### src/rtl/uart_tx_arbiter.sv
// Round-robin, packet-locking arbiter that shares one UART TX PHY between NUM_REQ word sources.
// Optional build macro UART_ARB_PRIORITY_EN makes requester 0 strict-priority in IDLE.
module uart_tx_arbiter #(
    parameter int NUM_REQ      = 4,
    parameter int DATA_W       = 9,
    parameter int MAX_BURST    = 8,
    parameter int IDLE_TIMEOUT = 16,
    localparam int IW          = (NUM_REQ > 1) ? $clog2(NUM_REQ) : 1
) (
    input  logic                      clk,
    input  logic                      reset,
    input  logic [NUM_REQ-1:0]        req_vld,
    input  logic [NUM_REQ*DATA_W-1:0] req_data,
    input  logic [NUM_REQ-1:0]        req_last,
    output logic [NUM_REQ-1:0]        req_rdy,
    output logic                      phy_vld,
    output logic [DATA_W-1:0]         phy_data,
    input  logic                      phy_rdy,
    output logic [IW-1:0]             grant_id,
    output logic                      busy
);

    localparam logic [7:0] MAX_B  = 8'(MAX_BURST);
    localparam logic [7:0] IDLE_T = 8'(IDLE_TIMEOUT);

    typedef enum logic {
        IDLE,
        LOCKED
    } state_t;

    state_t          state_q, state_d;
    logic [IW-1:0]   owner_q, owner_d;
    logic [IW-1:0]   rr_q, rr_d;
    logic [7:0]      burst_q, burst_d;
    logic [7:0]      idle_q, idle_d;
    logic            prio_q, prio_d;

    logic            can_load;
    logic            owner_vld;
    logic            owner_last;
    logic [DATA_W-1:0] owner_data;
    logic            accept;
    logic            rel;
    logic            found;
    logic [IW-1:0]   winner;
    logic [IW-1:0]   idx;
    logic [IW-1:0]   next_rr;

    assign grant_id = owner_q;
    assign busy     = (state_q == LOCKED) || phy_vld;

    // Round-robin search from the pointer, wrapping modulo NUM_REQ.
    always_comb begin
        found  = 1'b0;
        winner = '0;
        idx    = '0;
        for (int unsigned k = 0; k < NUM_REQ; k++) begin
            idx = IW'((32'(rr_q) + k) % NUM_REQ);
            if (!found && req_vld[idx]) begin
                found  = 1'b1;
                winner = idx;
            end
        end
    end

    always_comb begin
        can_load   = !phy_vld || phy_rdy;
        owner_vld  = req_vld[owner_q];
        owner_last = req_last[owner_q];
        owner_data = req_data[owner_q*DATA_W +: DATA_W];
        accept     = (state_q == LOCKED) && owner_vld && can_load;
        next_rr    = (owner_q == IW'(NUM_REQ-1)) ? '0 : owner_q + 1'b1;

        req_rdy = '0;
        if (state_q == LOCKED && can_load) begin
            req_rdy[owner_q] = 1'b1;
        end
    end

    always_comb begin
        state_d = state_q;
        owner_d = owner_q;
        rr_d    = rr_q;
        burst_d = burst_q;
        idle_d  = idle_q;
        prio_d  = prio_q;
        rel     = 1'b0;

        case (state_q)
            IDLE: begin
`ifdef UART_ARB_PRIORITY_EN
                if (req_vld[0]) begin
                    state_d = LOCKED;
                    owner_d = '0;
                    burst_d = '0;
                    idle_d  = '0;
                    prio_d  = 1'b1;
                end else
`endif
                if (found) begin
                    state_d = LOCKED;
                    owner_d = winner;
                    burst_d = '0;
                    idle_d  = '0;
                    prio_d  = 1'b0;
                end
            end

            LOCKED: begin
                if (accept) begin
                    burst_d = burst_q + 8'd1;
                    if (owner_last || burst_d == MAX_B) begin
                        rel = 1'b1;
                    end
                end
                // Backpressure with the owner still valid counts as activity, not idleness.
                if (owner_vld) begin
                    idle_d = '0;
                end else begin
                    idle_d = idle_q + 8'd1;
                    if (idle_d == IDLE_T) begin
                        rel = 1'b1;
                    end
                end
                if (rel) begin
                    state_d = IDLE;
                    if (!prio_q) begin
                        rr_d = next_rr;
                    end
                end
            end

            default: state_d = IDLE;
        endcase
    end

    always_ff @(posedge clk) begin
        if (reset) begin
            state_q <= IDLE;
            owner_q <= '0;
            rr_q    <= '0;
            burst_q <= '0;
            idle_q  <= '0;
            prio_q  <= 1'b0;
        end else begin
            state_q <= state_d;
            owner_q <= owner_d;
            rr_q    <= rr_d;
            burst_q <= burst_d;
            idle_q  <= idle_d;
            prio_q  <= prio_d;
        end
    end

    // One-entry output register; a new word may replace the old one in the cycle it is taken.
    always_ff @(posedge clk) begin
        if (reset) begin
            phy_vld  <= 1'b0;
            phy_data <= '0;
        end else if (accept) begin
            phy_vld  <= 1'b1;
            phy_data <= owner_data;
        end else if (phy_rdy) begin
            phy_vld  <= 1'b0;
        end
    end

endmodule

### config.mk
export PLATFORM = sky130hd
export DESIGN_NAME = uart_tx_arbiter
export DESIGN_NICKNAME = d
export VERILOG_FILES = /design/src/rtl/uart_tx_arbiter.sv
export SDC_FILE = /design/constraint.sdc
export NUM_CORES = 1
export LEC_CHECK = 0
export CORE_MARGIN = 4
export CORE_UTILIZATION = 29
export CTS_CLUSTER_DIAMETER = 30
export DETAILED_ROUTE_END_ITERATION = 16
export PLACE_DENSITY = 0.6
export SYNTH_ARGS = -nofsm -noshare
export SYNTH_HDL_FRONTEND = slang
export SYNTH_SLANG_ARGS = --single-unit
export TNS_END_PERCENT = 20
### constraint.sdc
create_clock -name clk -period 2 [get_ports clk]
set_clock_uncertainty 0.05 [all_clocks]
set_input_delay 0.4 -clock clk [delete_from_list [all_inputs] [get_ports clk]]
set_output_delay 0.4 -clock clk [all_outputs]
set_load 0.05 [all_outputs]
* After elaboration in Yosys (flattened, before gate mapping) *
Cells that the tools add are included.

cells by class
  add/sub/neg operators = 6
  multiply operators = 1
  $lt $le $gt $ge = 6
  equal/unequal tests = 5
  shift operators = 1
  mux-type cells = 39
  bitwise logic cells = 1
  reductions and logical operators = 18

operators with widths
  operator                                                                       number
  36-bit by 7-bit variable part select with 9-bit output                         1
  8-bit one-hot mux with 2 select lines                                          2
  8-bit two-way mux                                                              3
  1-bit two-way mux                                                              20
  8-bit by 1-bit adder with 8-bit output (second input constant)                 2
  2-bit by 3-bit less-than comparator with 1-bit output (second input constant)  5
  1-bit binary-select mux with 2-bit select                                      6
  2-bit two-way mux                                                              5
  8-bit by 4-bit equality test with 1-bit output (second input constant)         1
  8-bit by 5-bit equality test with 1-bit output (second input constant)         1
  1-bit logical AND                                                              7
  2-bit by 4-bit multiplier with 6-bit output (second input constant)            1
  2-bit AND reduction                                                            3
  2-bit by 1-bit adder with 2-bit output (second input constant)                 2
  2-bit adder (second input constant)                                            2
  1-bit logical NOT                                                              4
  4-bit two-way mux                                                              1
  1-bit logical OR                                                               3
  1-bit demux with 2-bit select                                                  1
  2-bit equality test (second input constant)                                    1
  2-bit by 1-bit >= comparator with 1-bit output (second input constant)         1
  2-bit by 1-bit != test with 1-bit output (second input constant)               1
  2-bit != test (second input constant)                                          1
  1-bit one-hot mux with 2 select lines                                          1
  2 further kinds                                                                2

word-level totals
  register bits = 31
  bits of input ports = 47
  output and inout bits = 17
  word-level logic and storage cells = 84

* Longest topological paths before layout *
  word-level depth = 14
  depth in mapped cells = 8
  depth with buffers taken out = 6

* Worst setup path after synthesis *
No wires, ideal clock.

  path kind = reg2reg
  from = register owner_q[0] (netlist: grant_id[0])
  to = register rr_q[0]
  library setup time = 121 ps
  arrival = 2289 ps
  required time = 1829 ps
  path slack = -461 ps
  cell stages (with the launch flop) = 8
  path buffers = 2
  clock period less this slack = 2461 ps
  cell sequence = dfxtp_1 buf_6 mux4_2 and3_4 buf_6 o21a_1 a31o_4 mux2_4

between the ends
  cells in the longest elaborated chain, start to end = 9
  elaborated cells on any way between the ends = 16
  classes of those cells = add/sub (1); eq/ne (1); mux (10); reduce/logical (4)

RTL lines
  element                                                       line     RTL
  from (decl)                                                   32       logic [IW-1:0] owner_q, owner_d;
  from (signal assigned)                                        147      owner_q <= owner_d;
  1-bit binary-select mux with 2-bit select (on tied branches)  69, 68
  1-bit two-way mux (on tied branches)                          69, 68
  1-bit logical OR or 1-bit logical AND (tied branches)         112, 71
  1-bit two-way mux or 1-bit logical AND (tied branches)        112, 71
  1-bit two-way mux                                             110      if (accept) begin
  1-bit two-way mux                                             121      if (idle_d == IDLE_T) begin
  1-bit two-way mux                                             117      if (owner_vld) begin
  1-bit two-way mux                                             89       case (state_q)
  2-bit AND reduction (no line)                                 --
  to (signal assigned)                                          148      rr_q <= rr_d;
  to (decl)                                                     33       logic [IW-1:0] rr_q, rr_d;

Several ways; a longest one is shown, not always the timed one. The select of a mux whose other input is x is not followed.
A chain may end at the register's enable or synchronous reset.

* Worst setup path in the final report *
  from = input phy_rdy
  to = output req_rdy[0]

between the ends
  cells in the longest elaborated chain, start to end = 3

RTL lines
  element            line  RTL
  from (decl)        18    input logic phy_rdy,
  1-bit logical OR   67    can_load = !phy_vld || phy_rdy;
  1-bit logical AND  75    if (state_q == LOCKED && can_load) begin
  4-bit two-way mux  75
  to (decl)          15    output logic [NUM_REQ-1:0] req_rdy,

Every way passes these cells.

==> results.txt <==
The fraction of layout instances using a drive strength above 1 was 20.1%. For this run, the slowest stage of the critical path takes 0.47 ns. The setup slack at placement is -0.394 ns.

The clock net in this run drives a total of 31 sinks. The initial utilization of the core area, before any placement, comes to 30.0%. The final critical path takes up 97.4% of the cycle. In this run the remaining antenna-violating nets after routing total 0. The fill cell total of the finished layout is 606, and the width of the chip is 89.0 um.

For the pin with the worst max-slew slack, the measured transition is 0.521 ns. Setup violations remaining at the end of the flow were counted as 0. Walking the worst path, the cells encountered are clkdlybuf4s50_1 > nand2b_4 > buf_4 > and3_1 > buf_12. For the clock insertion delay at the later pin of the skew report, the log shows 0.28 ns. The average routed wire per standard cell was 15.0 um. The flip-flop and latch count after synthesis came out at 31. The average cell area after synthesis works out to 8.97 um2.

For the number of hold violations in the final report, the log shows 0. Among all stages on the critical path, the largest delay is contributed by clkdlybuf4s50_1. The wire-length estimate of the detail-placed layout is 4.24 mm.

The logs give 1836 for the overall via count from detail_route and 1.55 ns for the required time of the worst setup path. The run gives 1.50 ns as the arrival time at the worst endpoint. The first global-routing pass estimated 8.39 mm of wire. The vias per cell works out to 5.02. From synthesis to final layout, the design area changed by 51.8%. The combined area of all synthesized cells was 1900 um2.

The maximum net fanout on the critical path works out to 5. The maximum clock rate came out at 0.513 GHz. The total overflow left after global routing is 0.

The kind of critical path was input pin to output pin. The tools report the number of iterations in the first detailed-routing pass as 4. The worst setup path is launched from an input pin. The number of DRC markers in iteration 0 was 42; the worst max-slew margin expressed relative to the limit was 65.1%. For this design the ratio of total power to cell area is 559 nW/um2. The maximum buffer depth of the clock tree is 2, and the via count of the first global-routing pass is 1740. Synthesis produced a netlist whose cell count is 212. The H-tree generated during clock tree synthesis spans 2 levels.

The initial antenna violation count was 0. During synthesis, Yosys emitted a total of 0 warnings. The core outline area came out at 6350 um2. The tools report the clock tree root buffer cell as clkbuf_8.

Tracing the worst setup path back leads to its startpoint at phy_rdy. The run gives 0 as the number of slew-limit violations in the final report. The worst hold path passes through 2 cells. Synthesis produced a netlist with a net count of 265. The type of the worst min-delay path was flop to flop. The origin of the worst min-delay path is phy_data[4].

TritonCTS built the clock tree. In this run the tool buffered the top-level ports with 63 buffer cells. Measured along the y axis, the die boundary spans 89.0 um. Setup slack on the worst reg-to-reg path comes out at 0.07 ns. Leaving out fill and tap cells, the most frequent cells in the layout are clkdlybuf4s50_1, dfxtp_1, nor2_1, buf_4, a21oi_1. The total wire length was 5.48 mm.

After the last flow step, the layout net total stands at 342. The clock period could shrink to 1.95 ns. The startpoint identified for the worst register-to-register timing path is grant_id[0].

Routability-driven placement finished with a final weighted congestion of 0.919. The floorplan step defined a die boundary enclosing 7920 um2. After clock tree synthesis, the flow added hold-fix buffers numbering 0.

The power after layout was 1610 uW; the clock slew at the register clock pins of the worst setup and hold paths was 0.05 ns. The tools report the largest net degree at the start of global routing as 16. For this run, the share of the core covered by cells in the final layout is 45.5%. The sequential element share of the synthesized area is 32.6%.

The tools report the sort of element at the end of the critical path as an output pin. IR analysis of the VDD net gives a maximum drop of 0.342 mV. Clock tree synthesis inserted a total of 5 buffers.

The number of distinct library cells after synthesis was 44. The number of rows created at floorplan was 29. Across the run, the number of max-cap violations was 0. The number of cells on the worst reg-to-reg path was 6. The analysis attributes to cell leakage a power of 0.00114 uW. The repair_antennas step left the layout with diodes totalling 0. The area occupied by registers came out at 628 um2.

The logs give 0 for the total DRC errors in the routed layout and 1200 um2 for the multi-input combinational cell area. The run finished with clean final reports. The tools report the global-route total usage across every layer as 13.8%. Once routing completed, OpenROAD measured the worst setup slack at 0.0513 ns. In this run the count of I/O pins placed on the die edge is 64.

The aggregate negative setup slack came out at 0 ns. Leaving out fill and tap cells, the most frequent cell in the layout is clkdlybuf4s50_1.
Yosys cell counts:
master     number  area, um2
and2_1          3       18.8
o21ai_0         8       40.0
nor4_1          1       6.26
mux2_2          2       22.5
and3_1          7       43.8
nand2_1        15       56.3
and4b_1         1       10.0
ha_1            6       75.1
buf_2           1       5.00
and2b_1         1       7.51
a31o_4          1       17.5
or2_2           2       12.5
a31oi_1         2       12.5
xor2_1          1       8.76
and3_4          1       11.3
a21o_1          1       7.51
o211ai_1        1       7.51
o211a_1         1       10.0
a31o_2          1       8.76
a21oi_1        19       95.1
mux2i_1        11        110
nand2b_1        5       31.3
o22ai_1         2       12.5
a211oi_1        1       7.51
nor2b_1         6       37.5
nor3_1          4       20.0
clkbuf_1       12       45.0
mux2_4          1       15.0
nand3_1         8       40.0
xnor2_1         1       8.76
a2bb2oi_1       1       8.76
nand4_1         1       6.26
dfxtp_1        31        621
o21a_1          1       7.51
buf_6           2       22.5
nor3b_1         1       7.51
mux4_2         11        248
and4_1          1       8.76
o31ai_1         1       7.51
o221ai_1        1       8.76
or3_1           4       25.0
nor2_1         24       90.1
inv_1           5       18.8
a311oi_1        2       17.5
report_power, final:
group	internal [uW]	switching [uW]
sequential	642	22.8
combinational	262	232
clock	239	216
sequential cells by signal, summed over array words and instances (netlist names):
register / cells
phy_data: 9
burst_q: 8
idle_q: 8
grant_id: 2
rr_q: 2
phy_vld: 1
state_q: 1
critical path, delay by kind of cell:
family / cells / cell delay [ns]
buf+inv: 3 / 0.74
simple gates: 2 / 0.35
cell type report:
class,count,share of cell area (%)
sequential,31,21.8
clock buffer,7,2.64
tap,77,3.34
timing repair buffer,85,29.9
inverter,5,0.650
multi-input combinational,161,41.7
worst paths after layout:
check / to
worst min register to register: phy_data[4]
worst max register to register: rr_q[0]
worst max-delay path: req_rdy[0]
worst min-delay path: phy_data[4]
through the flow:
step	area, um2	instances	hold WS, ns
6_report	2890	366	0.404
5_1_grt	2890	366	0.429
4_1_cts	2850	364	0.405
3_5_place_dp	2770	357	0.397
3_3_place_gp	2770	357	0.395
2_1_floorplan	1910	212	0.398
logic make-up after synthesis:
group / after synthesis / share of synthesized area, %
flip-flops: 31 / 32.6
adder cells (fa/ha/maj): 6 / 3.95
AND/OR/NAND/NOR: 85 / 22.8
AO/OA/AOI/OAI: 43 / 14.1
XOR/XNOR: 2 / 0.921
multiplexers: 25 / 20.8
buffers and inverters: 20 / 4.80
what timing repair did:
action                     4_1_cts  5_1_grt
hold endpoints to repair         0        0
gates resized for setup          7        5
buffers inserted                 0        2
setup endpoints to repair        8        5
layer usage:
layer	routed length, um	vias up	track usage [%]
li1	-	921	-
met1	2260	883	17.6
met2	3000	24	23.3
met3	142	8	2.86
met4	74	0	4.74
met5	0	-	0
Power figures use the tool's default switching activity.
